===== src/rtl/ddr4_reset_n_seq.sv =====
// DDR4 RESET_N power-up sequencer: holds RESET_N low, releases it, then waits
// before permitting CKE. Drives a 4:1 geared IOD lane with replicated bits.
module ddr4_reset_n_seq #(
    parameter int T_RESET_LOW = 33334,
    parameter int T_CKE_WAIT  = 83334
) (
    input  logic       FAB_CLK,
    input  logic       RST_N,
    input  logic       START,
    input  logic       REINIT,
    input  logic       DELAY_LINE_OUT_OF_RANGE,
    output logic [3:0] TX_DATA,
    output logic [3:0] OE_DATA,
    output logic       DELAY_LINE_MOVE,
    output logic       DELAY_LINE_DIRECTION,
    output logic       DELAY_LINE_LOAD,
    output logic       ODT_EN,
    output logic       CKE_EN,
    output logic       INIT_DONE,
    output logic       DL_ERR
);

    localparam int NUM_LANES = 4;
    localparam logic [23:0] RL_LAST = 24'(T_RESET_LOW - 1);
    localparam logic [23:0] CW_LAST = 24'(T_CKE_WAIT - 1);

    typedef enum logic [1:0] {
        S_HOLD    = 2'd0,
        S_ASSERT  = 2'd1,
        S_RELEASE = 2'd2,
        S_DONE    = 2'd3
    } state_t;

    state_t      state;
    logic [23:0] cnt;
    logic        tx_hi;
    logic        load_seen;

    // Outputs are updated together with the state so they line up with it.
    always_ff @(posedge FAB_CLK) begin
        if (!RST_N) begin
            state     <= S_HOLD;
            cnt       <= '0;
            tx_hi     <= 1'b0;
            CKE_EN    <= 1'b0;
            INIT_DONE <= 1'b0;
        end else begin
            case (state)
                S_HOLD: begin
                    if (START) begin
                        state <= S_ASSERT;
                        cnt   <= '0;
                    end
                end
                S_ASSERT: begin
                    if (cnt == RL_LAST) begin
                        state <= S_RELEASE;
                        cnt   <= '0;
                        tx_hi <= 1'b1;
                    end else begin
                        cnt <= cnt + 24'd1;
                    end
                end
                S_RELEASE: begin
                    if (cnt == CW_LAST) begin
                        state     <= S_DONE;
                        cnt       <= '0;
                        CKE_EN    <= 1'b1;
                        INIT_DONE <= 1'b1;
                    end else begin
                        cnt <= cnt + 24'd1;
                    end
                end
                S_DONE: begin
                    // REINIT takes priority; START is meaningless here.
                    if (REINIT) begin
                        state     <= S_ASSERT;
                        cnt       <= '0;
                        tx_hi     <= 1'b0;
                        CKE_EN    <= 1'b0;
                        INIT_DONE <= 1'b0;
                    end
                end
                default: begin
                    state <= S_HOLD;
                    cnt   <= '0;
                    tx_hi <= 1'b0;
                end
            endcase
        end
    end

    // One-shot delay-line load on the first cycle out of reset.
    always_ff @(posedge FAB_CLK) begin
        if (!RST_N) begin
            DELAY_LINE_LOAD <= 1'b0;
            load_seen       <= 1'b0;
        end else begin
            DELAY_LINE_LOAD <= ~load_seen;
            load_seen       <= 1'b1;
        end
    end

    always_ff @(posedge FAB_CLK) begin
        if (!RST_N)
            DL_ERR <= 1'b0;
        else if (DELAY_LINE_OUT_OF_RANGE)
            DL_ERR <= 1'b1;
    end

    for (genvar i = 0; i < NUM_LANES; i++) begin : g_lane
        assign TX_DATA[i] = tx_hi;
        assign OE_DATA[i] = 1'b1;
    end

    assign ODT_EN               = 1'b0;
    assign DELAY_LINE_MOVE      = 1'b0;
    assign DELAY_LINE_DIRECTION = 1'b0;

endmodule


===== config.mk =====
export PLATFORM = sky130hd
export DESIGN_NAME = ddr4_reset_n_seq
export DESIGN_NICKNAME = d
export VERILOG_FILES = /design/src/rtl/ddr4_reset_n_seq.sv
export SDC_FILE = /design/constraint.sdc
export NUM_CORES = 1
export LEC_CHECK = 0
export CORE_ASPECT_RATIO = 1.25
export CORE_MARGIN = 2
export CORE_UTILIZATION = 40
export DETAILED_ROUTE_END_ITERATION = 12
export PLACE_DENSITY = 0.61
export RECOVER_POWER = 25
export SLEW_MARGIN = 25
export SYNTH_ARGS = -nofsm -noshare
export SYNTH_HDL_FRONTEND = slang
export SYNTH_SLANG_ARGS = --single-unit

===== constraint.sdc =====
create_clock -name FAB_CLK -period 2.45 [get_ports FAB_CLK]
set_input_delay 0.49 -clock FAB_CLK [delete_from_list [all_inputs] [get_ports FAB_CLK]]
set_output_delay 0.49 -clock FAB_CLK [all_outputs]
set_load 0.01 [all_outputs]

==> impl_metrics.env <==
export IMPL_vias=1428
export IMPL_grt_max_degree=21
export IMPL_synth_async_reset_ratio_pct=0
export IMPL_synth_top_area_share_pct=34.98
export IMPL_diodes=0
export IMPL_design_area_sq_mm=0.001972
export IMPL_synth_compound_area_share_pct=7.969
export IMPL_cts_tree="done"
export IMPL_crit_buf_inv=1
export IMPL_start_util_pct=41.03
export IMPL_cts_sink_count=31
export IMPL_setup_violations=0
export IMPL_placed_area_sq_mm=0.001894
export IMPL_setup_tns_ns=0
export IMPL_maxCapViolCount=0
export IMPL_die_width_microns=63.57
export IMPL_min_path_type="flop to flop"
export IMPL_final_util_pct=45.60
export IMPL_root_buffer="clkbuf_8"
export IMPL_grt_usage_pct=15.84
export IMPL_cp_slowest_cell="and4_1"
export IMPL_grt_pass1_wl_mm=6.175
export IMPL_crit_chain="ha_1 -> nor4b_1 -> and4_1 -> a21oi_1 -> o31ai_2 -> buf_4 -> nor3_1"
export IMPL_relSlewSlack_pct=58.96
export IMPL_path_delay_family="simple AND/OR/NAND/NOR gates"
export IMPL_antenna_found_initial=0
export IMPL_avgSynthCellArea_sq_um=8.369
export IMPL_synth_xor_xnor_area_share_pct=9.379
export IMPL_finalPower_mw=1.225
export IMPL_routabilityCongestion=0.7899
export IMPL_synthAdderAreaFrac_pct=4.937
export IMPL_synth_seq_area_share_pct=34.98
export IMPL_numCtsBuffers=5
export IMPL_ctsHoldBuffers=0
export IMPL_yosys_area_top_type="dfxtp_1"
export IMPL_clkTransAtPathRegs_ns=0.06
export IMPL_cp_required_ns=2.62
export IMPL_synth_edf_count=0
export IMPL_dieArea_sq_mm=0.004988
export IMPL_port_buffers=12
export IMPL_fmax_ghz=0.4726
export IMPL_synth_seq_cells=31
export IMPL_fin_crit_ns=2.116
export IMPL_synth_top_family_by_area="simple AND/OR/NAND/NOR gates"
export IMPL_first_global_vias=1380
export IMPL_drv_slew=0
export IMPL_core_sq_mm=0.004324
export IMPL_cts_path_max_buffers=2
export IMPL_avgViaCountPerCell=5.118
export IMPL_fin_nets=232
export IMPL_cts_setup_buffers=0
export IMPL_cp_end_kind="flop"
export IMPL_dr_pass1_iters=4
export IMPL_skew_ns=0.004586
export IMPL_cts_resized=0
export IMPL_synthMuxAreaShare_pct=1.128
export IMPL_rsz0062_at_grt="false"
export IMPL_syn_inst=212
export IMPL_post_route_period_util_pct=86.37
export IMPL_yosys_warnings=0
export IMPL_placed_cells=271
export IMPL_routedWlPerCell_microns=12.81
export IMPL_worstMarginPinSlew_ns=0.6105
export IMPL_clock_latency_ns=0.29
export IMPL_ioPinCount=20
export IMPL_rows=27
export IMPL_arrival_ns=2.29
export IMPL_ant_nets=0
export IMPL_drt_iter0_markers=88
export IMPL_drt_wl_total_mm=3.575
export IMPL_stdcell_count=279
export IMPL_dp_hpwl_mm=2.635
export IMPL_crit_fanout=20
export IMPL_critPathKind="flop to flop"
export IMPL_syn_area_sq_mm=0.001774
export IMPL_crit_path_start_kind="flop"
export IMPL_finalHoldViolCount=0
export IMPL_irDropWorstVdd_v=0.0003778
export IMPL_run_status="completed"
export IMPL_power_leakage_nw=0.6805
export IMPL_yosys_top_cells_area="dfxtp_1 (35%), xnor2_1 (5.9%), nor2_1 (5.3%), buf_4 (5.1%), ha_1 (4.9%)"
export IMPL_drive_gt1_share_pct=7.692
export IMPL_synth_top_flop_cell="dfxtp_1"
export IMPL_drc_errors=0
export IMPL_area_growth_syn_to_layout_pct=11.14
export IMPL_fill_cells=449
export IMPL_overflow=0
export IMPL_powerDensity_mw_per_mm2=621.3
export IMPL_htree_levels=2
export IMPL_ys_types=41
export IMPL_critical_path_max_stage_delay_ns=0.41
export IMPL_die_y_microns=78.46
export IMPL_yosys_area_share_simple_pct=33.00
## final timing paths
kind,slack (ns),start,cells past startpoint,to
worst max-delay path,0.33,cnt[0],7,cnt[19]
worst min-delay path,0.39,load_seen,1,DELAY_LINE_LOAD
worst max register to register,0.33,cnt[0],7,cnt[19]
worst min register to register,0.39,load_seen,1,DELAY_LINE_LOAD
## logic make-up (layout without fill, tap and decap cells)
group,after synthesis,count (layout)
flops,31,31
mux,2,2
compound gates,20,20
other cells,2,7
fa+ha+maj,7,7
simple gates,106,106
xor+xnor,19,19
buf+inv,25,29
## stage by stage
step / hold slack [ns] / setup WS, ns
6_report: 0.3861 / 0.3339
5_1_grt: 0.4127 / 0.1583
4_1_cts: 0.3901 / 0.3126
3_5_place_dp: 0.3803 / 0.2462
3_3_place_gp: 0.3813 / 0.2823
2_1_floorplan: 0.3674 / 0.6488
## registers in the layout, indices dropped and copies added (netlist names)
name	cells
cnt	24
state	2
DELAY_LINE_LOAD	1
DL_ERR	1
INIT_DONE	1
load_seen	1
tx_hi	1
## worst register-to-register path, stage by stage, from the launching register on
cell and delay, ns:
dfxtp_1 0.40, ha_1 0.19, nor4b_1 0.19, and4_1 0.41, a21oi_1 0.22, o31ai_2 0.24
buf_4 0.27, nor3_1 0.09
## Yosys cell counts, types with 2 or more instances
library cell and n:
and3_1 4, nand4_1 5, clkbuf_1 3, buf_4 12, a21o_1 2, ha_1 7
and4_1 3, nor4_2 2, o22ai_1 2, xnor2_1 12, nor4b_1 4, inv_1 5
nand2_1 20, nor4_1 4, nor3_1 9, o21ai_0 2, xor2_1 7, a32oi_1 2
nand2b_1 4, nand3_1 12, conb_1 2, a21boi_1 4, nor2b_1 5, buf_2 5
and2_1 2, dfxtp_1 31, mux2i_1 2, nor2_1 25, a21oi_1 3
## routing by layer
layer  part of all wire, %  GRT usage (%)
met5                     0              0
met4                   1.8          6.739
met3                   3.6          4.585
met2                    50          26.32
met1                    45          18.94
## cells in the final DEF, fill, tap and decap left out, drive strengths merged, types with 3 or more instances in the layout
master         count
buf                3
and4               3
xor2               7
dlygate4sd3        5
nand2b             4
nand4              6
nor4               7
dfxtp             31
a21oi              3
o21ai              3
ha                 7
xnor2             12
nand2             20
conb               7
nor2              26
nor3               9
inv                5
a21boi             4
nor2b              5
clkbuf             8
nand3             12
nor4b              4
clkdlybuf4s50      7
and3               4
## power breakdown
part	total, mW	internal (mW)	switching, mW
Sequential	0.550	0.526	0.0232
Clock	0.390	0.199	0.191
Combinational	0.286	0.107	0.179
Total	1.23	0.832	0.393
## final cells by class
class	count	area [sq um]	share of cell area, %
sequential	31	620.6	31.47
clock buffer	7	76.32	3.871
inverter	5	18.77	0.9518
clock inverter	1	5.005	0.2538
timing repair buffer	16	146.4	7.424
multi-input combinational	161	1032	52.35
tap	58	72.57	3.680
(Power assumes the default switching activity.)
